[src/rtl/ui_nibble_debounce.sv]
// Switch-nibble input conditioner: two-flop synchronizer plus per-channel
// stability counter, with registered rise/fall event pulses.
module ui_nibble_debounce #(
  parameter int WIDTH           = 4,
  parameter int DEBOUNCE_CYCLES = 4
) (
  input  logic             clk_i,
  input  logic             rst_i,
  input  logic [WIDTH-1:0] din_i,
  output logic [WIDTH-1:0] dout_o,
  output logic [WIDTH-1:0] rise_o,
  output logic [WIDTH-1:0] fall_o,
  output logic             any_change_o
);

  localparam int CNT_W = (DEBOUNCE_CYCLES > 1) ? $clog2(DEBOUNCE_CYCLES) : 1;
  localparam logic [CNT_W-1:0] CNT_LAST = CNT_W'(DEBOUNCE_CYCLES - 1);

  logic [WIDTH-1:0] sync1_q;
  logic [WIDTH-1:0] sync2_q;
  logic [WIDTH-1:0] stable_q;
  logic [WIDTH-1:0] stable_d;
  logic [WIDTH-1:0] rise_q;
  logic [WIDTH-1:0] rise_d;
  logic [WIDTH-1:0] fall_q;
  logic [WIDTH-1:0] fall_d;
  logic [CNT_W-1:0] cnt_q [WIDTH];
  logic [CNT_W-1:0] cnt_d [WIDTH];
  logic             anyChange_q;

  // A channel accepts its synchronized level only after it has differed from
  // the stable level for DEBOUNCE_CYCLES consecutive edges; any return clears.
  always_comb begin
    stable_d = stable_q;
    rise_d   = '0;
    fall_d   = '0;
    for (int i = 0; i < WIDTH; i++) begin
      cnt_d[i] = '0;
      if (sync2_q[i] != stable_q[i]) begin
        if (cnt_q[i] == CNT_LAST) begin
          stable_d[i] = sync2_q[i];
          rise_d[i]   = sync2_q[i];
          fall_d[i]   = ~sync2_q[i];
        end else begin
          cnt_d[i] = cnt_q[i] + CNT_W'(1);
        end
      end
    end
  end

  always_ff @(posedge clk_i or posedge rst_i) begin
    if (rst_i) begin
      sync1_q     <= '0;
      sync2_q     <= '0;
      stable_q    <= '0;
      rise_q      <= '0;
      fall_q      <= '0;
      anyChange_q <= 1'b0;
      for (int i = 0; i < WIDTH; i++) begin
        cnt_q[i] <= '0;
      end
    end else begin
      sync1_q     <= din_i;
      sync2_q     <= sync1_q;
      stable_q    <= stable_d;
      rise_q      <= rise_d;
      fall_q      <= fall_d;
      anyChange_q <= |(rise_d | fall_d);
      for (int i = 0; i < WIDTH; i++) begin
        cnt_q[i] <= cnt_d[i];
      end
    end
  end

  assign dout_o       = stable_q;
  assign rise_o       = rise_q;
  assign fall_o       = fall_q;
  assign any_change_o = anyChange_q;

endmodule

[config.mk]
export PLATFORM = sky130hd
export DESIGN_NAME = ui_nibble_debounce
export DESIGN_NICKNAME = d
export VERILOG_FILES = /design/src/rtl/ui_nibble_debounce.sv
export SDC_FILE = /design/constraint.sdc
export NUM_CORES = 1
export LEC_CHECK = 0
export CAP_MARGIN = 20
export CORE_UTILIZATION = 35
export CTS_BUF_LIST = sky130_fd_sc_hd__clkbuf_2
export DETAILED_ROUTE_END_ITERATION = 10
export SYNTH_ARGS = -nofsm -noshare
export SYNTH_HDL_FRONTEND = slang
export SYNTH_SLANG_ARGS = --single-unit
[constraint.sdc]
create_clock -name clk_i -period 2.2 [get_ports clk_i]
set_input_delay 0.44 -clock clk_i [delete_from_list [all_inputs] [get_ports clk_i]]
set_output_delay 0.44 -clock clk_i [all_outputs]
set_load 0.02 [all_outputs]
==> results.sh, run 1 <==
export IMPL_vias=598
export IMPL_dp_cells=122
export IMPL_die_area_um2=3240
export IMPL_grt_ovfl_total=0
export IMPL_crit_chain="clkdlybuf4s50_1"
export IMPL_drive_gt1_share_pct=11.1
export IMPL_antenna_found_initial=0
export IMPL_maxSlewHeadroom_pct=76.4
export IMPL_syn_inst=72
export IMPL_period_share_pct=86.3
export IMPL_dpl_worst_slack_ns=0.544
export IMPL_rows=19
export IMPL_ctsLongestPathBuffers=2
export IMPL_cap_violations=0
export IMPL_port_buffers=18
export IMPL_synth_nets=86
export IMPL_wl_per_cell_um=11.8
export IMPL_cp_arrival_ns=1.46
export IMPL_clock_sinks=29
export IMPL_hp_class="flop to flop"
export IMPL_status="finished, violations left"
export IMPL_grt_pass1_wl_um=2590
export IMPL_hpwl_um=1070
export IMPL_die_y_um=56.9
export IMPL_rsz0062_at_grt="false"
export IMPL_cts_made_buffers=5
export IMPL_boundaryPins=19
export IMPL_setup_ws_ns=0.302
export IMPL_worst_pin_slew_ns=0.354
export IMPL_htree_levels=2
export IMPL_avgSynthCellArea_um2=14.6
export IMPL_wl_um=1540
export IMPL_synthMuxAreaShare_pct=4.27
export IMPL_final_cell_mix="29 x dfrtp_1, 18 x clkdlybuf4s50_1, 8 x ha_1"
export IMPL_final_area_um2=1320
export IMPL_final_common_cell="dfrtp_1"
export IMPL_cts_tree="done"
export IMPL_synth_top_family_by_area="simple AND/OR/NAND/NOR gates"
export IMPL_clk_latency_ns=0.35
export IMPL_vdd_drop_max_v=0.000399
export IMPL_grt_pass1_vias=580
export IMPL_startpoint_type="flop"
export IMPL_p_leak_nw=0.637
export IMPL_slowest_delay_ns=0.64
export IMPL_critPathTopFamily="buffers and inverters"
export IMPL_whs_ns=0.365
export IMPL_maxSlewViolCount=0
export IMPL_globalRouteTotalUtil_pct=11.6
export IMPL_drtAntennaViolNets=0
export IMPL_drt_iter0_markers=19
export IMPL_crit_path_max_fanout=6
export IMPL_clkTransAtPathRegs_ns=0.14
export IMPL_ys_types=13
export IMPL_area_growth_pct=25.0
export IMPL_ctsResizeCount=0
export IMPL_first_pass_iters=6
export IMPL_yosysWarnings=0
export IMPL_nNetsFinal=112
export IMPL_setup_viol=0
export IMPL_placed_cell_area_um2=1280
export IMPL_cp_num_buf_inv=1
export IMPL_gp_congestion=0.664
export IMPL_synth_simple_gate_area_share_pct=11.0
export IMPL_post_cts_buffers=0
export IMPL_die_w_um=56.9
export IMPL_worstSetupPathType="flop to primary output"
export IMPL_cts_root_buf="clkbuf_2"
export IMPL_coreArea_um2=2810
export IMPL_cp_required_ns=1.76
export IMPL_drcViolationCount=7
export IMPL_post_route_min_period_ns=1.90
export IMPL_initial_core_util_pct=37.6
export IMPL_synthXorXnorAreaFrac_pct=3.32
export IMPL_grt_max_degree=30
export IMPL_fmax_ghz=0.527
export IMPL_yosys_area_share_adder_pct=9.49
export IMPL_synth_area_um2=1050
export IMPL_diodes=0
export IMPL_skew_ns=0.0147
export IMPL_synth_compound_area_share_pct=2.73
export IMPL_setup_tns_ns=0
export IMPL_ys_ff_latch=29
export IMPL_power_density_nw_per_um2=1080
export IMPL_synth_seq_area_share_pct=68.8
export IMPL_violations="DRC"
export IMPL_hold_viol=0
export IMPL_fin_cells=130
export IMPL_vias_per_cell=4.60
export IMPL_postCtsHoldBufs=0
export IMPL_worst_setup_path_end_kind="primary output"
export IMPL_cpMaxStageDelayCell="clkdlybuf4s50_1"
flip-flops by register name, summed over array words and instances (netlist names):
| name | flops |
|---|---|
| cnt_q | 8 |
| dout_o | 4 |
| fall_o | 4 |
| rise_o | 4 |
| sync1_q | 4 |
| sync2_q | 4 |
| any_change_o | 1 |
final cells by class:
type / count / area, um2
clock buffer: 5 / 25.0
clock inverter: 3 / 12.5
fill: 274 / 1490
inverter: 1 / 3.75
multi-input combinational: 42 / 325
sequential: 29 / 726
tap: 31 / 38.8
timing repair buffer: 19 / 188
layer usage:
metal,vias up,track usage [%],wire (um)
met4,0,7.32,42
met2,19,16.5,692
li1,294,-,-
met1,280,13.2,696
met5,-,0,0
met3,5,6.91,107
stage by stage:
| stage | power [mW] | util (%) |
|---|---|---|
| after global routing | 1.54 | 47.0 |
| after floorplan | 1.02 | - |
| after global placement | 1.19 | 45.7 |
| final | 1.43 | 47.0 |
| after detailed placement | 1.21 | 45.7 |
| after CTS | 1.45 | 47.0 |
cell usage after synthesis:
cell type   n  area [um2]
nand2_1     5        18.8
ha_1        8         100
inv_1       1        3.75
and3b_1     3        26.3
nor2b_1     4        25.0
xnor2_1     4        35.0
dfrtp_1    29         726
o21bai_1    3        22.5
mux2_2      4        45.0
or4_1       1        7.51
o22ai_1     1        6.26
nor3_1      4        20.0
nor2_1      5        18.8
final timing paths:
check	from	endpoint	slack, ns	cells past startpoint
worst max-delay path	dout_o[1]$_DFFE_PP0P_	dout_o[1]	0.30	1
worst min-delay path	sync1_q[1]$_DFF_PP0_	sync2_q[1]$_DFF_PP0_	0.37	0
worst max register to register	cnt_q[0]$_DFF_PP0_	any_change_o$_DFF_PP0_	0.55	4
worst min register to register	sync1_q[1]$_DFF_PP0_	sync2_q[1]$_DFF_PP0_	0.37	0
max in group asynchronous	rst_i	cnt_q[1]$_DFF_PP0_	1.49	3
min in group asynchronous	rst_i	dout_o[0]$_DFFE_PP0P_	0.43	3
where the power goes:
part           leakage [nW]  total (mW)  internal, mW  switching [mW]
clock                0.0278       0.239        0.0694           0.170
combinational         0.240       0.417         0.230           0.187
sequential            0.369       0.771         0.654           0.117
total                 0.637        1.43         0.953           0.474
kinds of logic after synthesis:
kind of cell    count (synthesis)
flops                          29
mux                             4
xor+xnor                        4
fa+ha+maj                       8
compound gates                  4
simple gates                   22
buf+inv                         1
No activity file was read; power rests on OpenSTA's default activity.
==> run 2: changes to the inputs <==
clock period = 2.4 ns   (was 2.2 ns; I/O delays follow)
==> results.sh, run 2 (synthesis results as in run 1) <==
export IMPL_power_density_nw_per_um2=999
export IMPL_cts_tree="done"
export IMPL_p_int_mw=0.896
export IMPL_die_y_um=56.9
export IMPL_p_comb_share_pct=29.2
export IMPL_worstSetupPathType="flop to primary output"
export IMPL_initial_core_util_pct=37.6
export IMPL_drtAntennaViolNets=0
export IMPL_cts_root_buf="clkbuf_2"
export IMPL_power_share_switching_pct=32.1
export IMPL_grt_pass1_wl_um=2600
export IMPL_fin_cells=130
export IMPL_crit_path_max_fanout=6
export IMPL_area_growth_pct=25.3
export IMPL_setup_tns_ns=0
export IMPL_wl_per_cell_um=11.4
export IMPL_drcViolationCount=8
export IMPL_gp_congestion=0.677
export IMPL_largest_register_ffs=8
export IMPL_pwr_share_clk_pct=17.7
export IMPL_power_switching_mw=0.424
export IMPL_largest_register="cnt_q"
export IMPL_cp_arrival_ns=1.43
export IMPL_setup_ws_ns=0.486
export IMPL_hp_class="flop to flop"
export IMPL_nNetsFinal=112
export IMPL_clk_latency_ns=0.33
export IMPL_port_buffers=18
export IMPL_rsz0062_at_grt="false"
export IMPL_cpMaxStageDelayCell="clkdlybuf4s50_1"
export IMPL_htree_levels=2
export IMPL_final_common_cell="dfrtp_1"
export IMPL_hpwl_um=1020
export IMPL_final_area_um2=1320
export IMPL_post_route_min_period_ns=1.91
export IMPL_coreArea_um2=2810
export IMPL_cap_violations=0
export IMPL_final_core_util_pct=47.1
export IMPL_maxSlewHeadroom_pct=76.0
export IMPL_startpoint_type="flop"
export IMPL_maxSlewViolCount=0
export IMPL_post_cts_buffers=0
export IMPL_setup_viol=0
export IMPL_dpl_worst_slack_ns=0.803
export IMPL_rows=19
export IMPL_postCtsHoldBufs=0
export IMPL_whs_ns=0.364
export IMPL_antenna_found_initial=0
export IMPL_cp_required_ns=1.92
export IMPL_clkTransAtPathRegs_ns=0.13
export IMPL_vdd_drop_max_v=0.000343
export IMPL_ctsLongestPathBuffers=2
export IMPL_slowest_delay_ns=0.64
export IMPL_hold_viol=0
export IMPL_cp_num_buf_inv=1
export IMPL_worst_setup_path_end_kind="primary output"
export IMPL_skew_ns=0.00390
export IMPL_ctsResizeCount=0
export IMPL_violations="DRC"
export IMPL_vias=591
export IMPL_final_cell_mix="29 x dfrtp_1, 18 x clkdlybuf4s50_1, 8 x ha_1, 8 x clkbuf_2"
export IMPL_die_area_um2=3240
export IMPL_clock_sinks=29
export IMPL_period_share_pct=79.8
export IMPL_r2r_setup_slack_ns=0.80
export IMPL_grt_pass1_vias=589
export IMPL_worst_pin_slew_ns=0.360
export IMPL_die_w_um=56.9
export IMPL_p_leak_nw=0.642
export IMPL_wl_um=1480
export IMPL_boundaryPins=19
export IMPL_critPathTopFamily="buffers and inverters"
export IMPL_fmax_ghz=0.522
export IMPL_first_pass_iters=6
export IMPL_drive_gt1_share_pct=13.1
export IMPL_grt_ovfl_total=0
export IMPL_cts_made_buffers=5
export IMPL_drt_iter0_markers=12
export IMPL_status="finished, violations left"
export IMPL_grt_max_degree=30
export IMPL_diodes=0
export IMPL_totalPowerFinal_mw=1.32
export IMPL_dp_cells=122
export IMPL_placed_cell_area_um2=1280
export IMPL_vias_per_cell=4.55
export IMPL_crit_chain="clkdlybuf4s50_1"
export IMPL_power_frac_seq_pct=53.1
export IMPL_globalRouteTotalUtil_pct=11.3
-- run 2: cell types whose count changed in the layout (fill, tap and decap cells not counted) --
cell / before / now
clkbuf_2: 5 / 8
clkinv_1: 2 / 0
clkinv_2: 1 / 0
-- run 2: final timing paths --
kind | startpoint | to | depth (start not counted)
min in group asynchronous | rst_i | rise_o[0]$_DFF_PP0_ | 3
setup reg to reg | cnt_q[0]$_DFF_PP0_ | any_change_o$_DFF_PP0_ | 4
hold / removal | sync1_q[3]$_DFF_PP0_ | sync2_q[3]$_DFF_PP0_ | 0
max in group asynchronous | rst_i | cnt_q[1]$_DFF_PP0_ | 3
setup / recovery | dout_o[3]$_DFFE_PP0P_ | dout_o[3] | 1
hold reg to reg | sync1_q[3]$_DFF_PP0_ | sync2_q[3]$_DFF_PP0_ | 0
-- run 2: worst register-to-register path: stages (launching register included) --
cell	delay (ns)
dfrtp_1	0.42
ha_1	0.23
and3b_1	0.19
o21bai_1	0.14
or4_1	0.51
-- run 2: cell type report --
cell class,instances,area [um2]
sequential,29,726
tap,31,38.8
clock buffer,8,40.0
inverter,1,3.75
multi-input combinational,42,325
timing repair buffer,19,188
fill,276,1480
-- run 2: per-layer routing --
metal	routed length, um	GRT usage [%]	up-vias
li1	-	-	291
met3	103	5.30	5
met4	42	9.41	0
met5	0	0	-
met2	625	13.9	19
met1	709	14.7	276
-- run 2: power by group through the flow --
| stage | sequential [mW] | clock, mW | combinational [mW] |
|---|---|---|---|
| detailed placement | 0.714 | 0 | 0.388 |
| CTS | 0.703 | 0.251 | 0.392 |
| global placement | 0.706 | 0 | 0.381 |
| global route | 0.722 | 0.271 | 0.427 |
| finish | 0.701 | 0.233 | 0.385 |
| floorplan | 0.758 | 0 | 0.179 |
==> run 3: changes to the inputs <==
clock period = 1.54 ns   (was 2.4 ns; I/O delays follow)
==> results.sh, run 3 (synthesis results as in run 1) <==
export IMPL_status="finished, violations left"
export IMPL_violations="DRC"
export IMPL_wl_um=1470
export IMPL_placed_cell_area_um2=1310
export IMPL_wl_per_cell_um=11.0
export IMPL_postCtsHoldBufs=0
export IMPL_cpMaxStageDelayCell="or4_1"
export IMPL_boundaryPins=19
export IMPL_period_share_pct=99.9
export IMPL_fmax_ghz=0.650
export IMPL_largest_register="cnt_q"
export IMPL_critPathTopFamily="simple AND/OR/NAND/NOR gates"
export IMPL_worst_pin_slew_ns=0.342
export IMPL_grt_pass1_wl_um=2720
export IMPL_maxSlewViolCount=0
export IMPL_power_density_nw_per_um2=1530
export IMPL_hold_viol=0
export IMPL_vias_per_cell=4.51
export IMPL_nNetsFinal=117
export IMPL_die_y_um=56.9
export IMPL_cp_required_ns=1.77
export IMPL_drt_iter0_markers=11
export IMPL_crit_path_max_fanout=2
export IMPL_clock_sinks=29
export IMPL_final_common_cell="dfrtp_1"
export IMPL_globalRouteTotalUtil_pct=12.0
export IMPL_gp_congestion=0.673
export IMPL_htree_levels=2
export IMPL_die_w_um=56.9
export IMPL_p_leak_nw=0.705
export IMPL_maxSlewHeadroom_pct=77.2
export IMPL_cts_made_buffers=5
export IMPL_initial_core_util_pct=37.6
export IMPL_setup_ws_ns=0.00121
export IMPL_vdd_drop_max_v=0.000522
export IMPL_dpl_worst_slack_ns=0.00315
export IMPL_grt_pass1_vias=631
export IMPL_dp_cells=125
export IMPL_skew_ns=0.0124
export IMPL_final_area_um2=1350
export IMPL_totalPowerFinal_mw=2.06
export IMPL_drtAntennaViolNets=0
export IMPL_clk_latency_ns=0.34
export IMPL_worstSetupPathType="flop to flop"
export IMPL_diodes=0
export IMPL_port_buffers=18
export IMPL_cp_num_buf_inv=0
export IMPL_startpoint_type="flop"
export IMPL_cp_arrival_ns=1.77
export IMPL_rows=19
export IMPL_grt_max_degree=30
export IMPL_drcViolationCount=6
export IMPL_rsz0062_at_grt="true"
export IMPL_whs_ns=0.303
export IMPL_drive_gt1_share_pct=20.4
export IMPL_clkTransAtPathRegs_ns=0.13
export IMPL_hpwl_um=1040
export IMPL_cts_tree="done"
export IMPL_post_route_min_period_ns=1.54
export IMPL_antenna_found_initial=0
export IMPL_vias=604
export IMPL_fin_cells=134
export IMPL_die_area_um2=3240
export IMPL_coreArea_um2=2810
export IMPL_final_cell_mix="27 x dfrtp_1, 13 x dlygate4sd2_1, 6 x ha_1, 6 x clkbuf_2, 6 x buf_4"
export IMPL_worst_setup_path_end_kind="flop"
export IMPL_slowest_delay_ns=0.51
export IMPL_setup_viol=0
export IMPL_grt_ovfl_total=0
export IMPL_largest_register_ffs=8
export IMPL_crit_chain="ha_2, and3b_1, o21bai_1, or4_1"
export IMPL_ctsLongestPathBuffers=2
export IMPL_cts_root_buf="clkbuf_2"
export IMPL_first_pass_iters=6
export IMPL_hp_class="input port to asynchronous set/reset pin"
export IMPL_area_growth_pct=27.6
export IMPL_cap_violations=0
[run 3: final timing paths]
path / from / to / depth (start not counted) / slack, ns
worst min register to register: sync1_q[0]$_DFF_PP0_ / sync2_q[0]$_DFF_PP0_ / 0 / 0.36
worst min-delay path: rst_i / fall_o[2]$_DFF_PP0_ / 3 / 0.30
worst max-delay path: cnt_q[2]$_DFF_PP0_ / any_change_o$_DFF_PP0_ / 4 / 0.001
worst max register to register: cnt_q[2]$_DFF_PP0_ / any_change_o$_DFF_PP0_ / 4 / 0.001
min in group clk_i: sync1_q[0]$_DFF_PP0_ / sync2_q[0]$_DFF_PP0_ / 0 / 0.36
max in group asynchronous: rst_i / dout_o[1]$_DFFE_PP0P_ / 3 / 0.95
[run 3: layout make-up]
class | instances | area, um2
Fill cell | 250 | 1460
Sequential cell | 29 | 728
Multi-Input combinational cell | 42 | 333
Timing Repair Buffer | 24 | 209
Tap cell | 31 | 38.8
Clock buffer | 6 | 30.0
Clock inverter | 1 | 3.75
Inverter | 1 | 3.75
[run 3: metrics by stage]
step	utilization [%]	setup TNS, ns
detailed placement	46.6	0
global placement	46.6	0
finish	48.0	0
floorplan	-	0
global route	48.0	-0.0468
CTS	47.8	0
[run 3: worst min-delay path: stages]
cell,delay [ns]
clkdlybuf4s50_1,0.39
inv_1,0.05
buf_4,0.32
[run 3: timing repair]
action                     4_1_cts  5_1_grt
resized for setup               14        3
setup buffers                    2        0
setup endpoints to repair       14        4
pin swaps                        2        0
cloned                           0        0
hold endpoints to repair         0        0
[run 3: power breakdown]
part | total [mW] | switching [mW] | internal [mW]
Clock | 0.333 | 0.228 | 0.106
Combinational | 0.641 | 0.304 | 0.337
Sequential | 1.08 | 0.140 | 0.940
[run 3: per-layer routing]
layer	share of wire, %	routed length (um)	track usage, %
met4	0.95	14	6.27
met1	46	671	13.4
met2	45	660	17.5
met5	0	0	0
met3	8.4	124	7.83
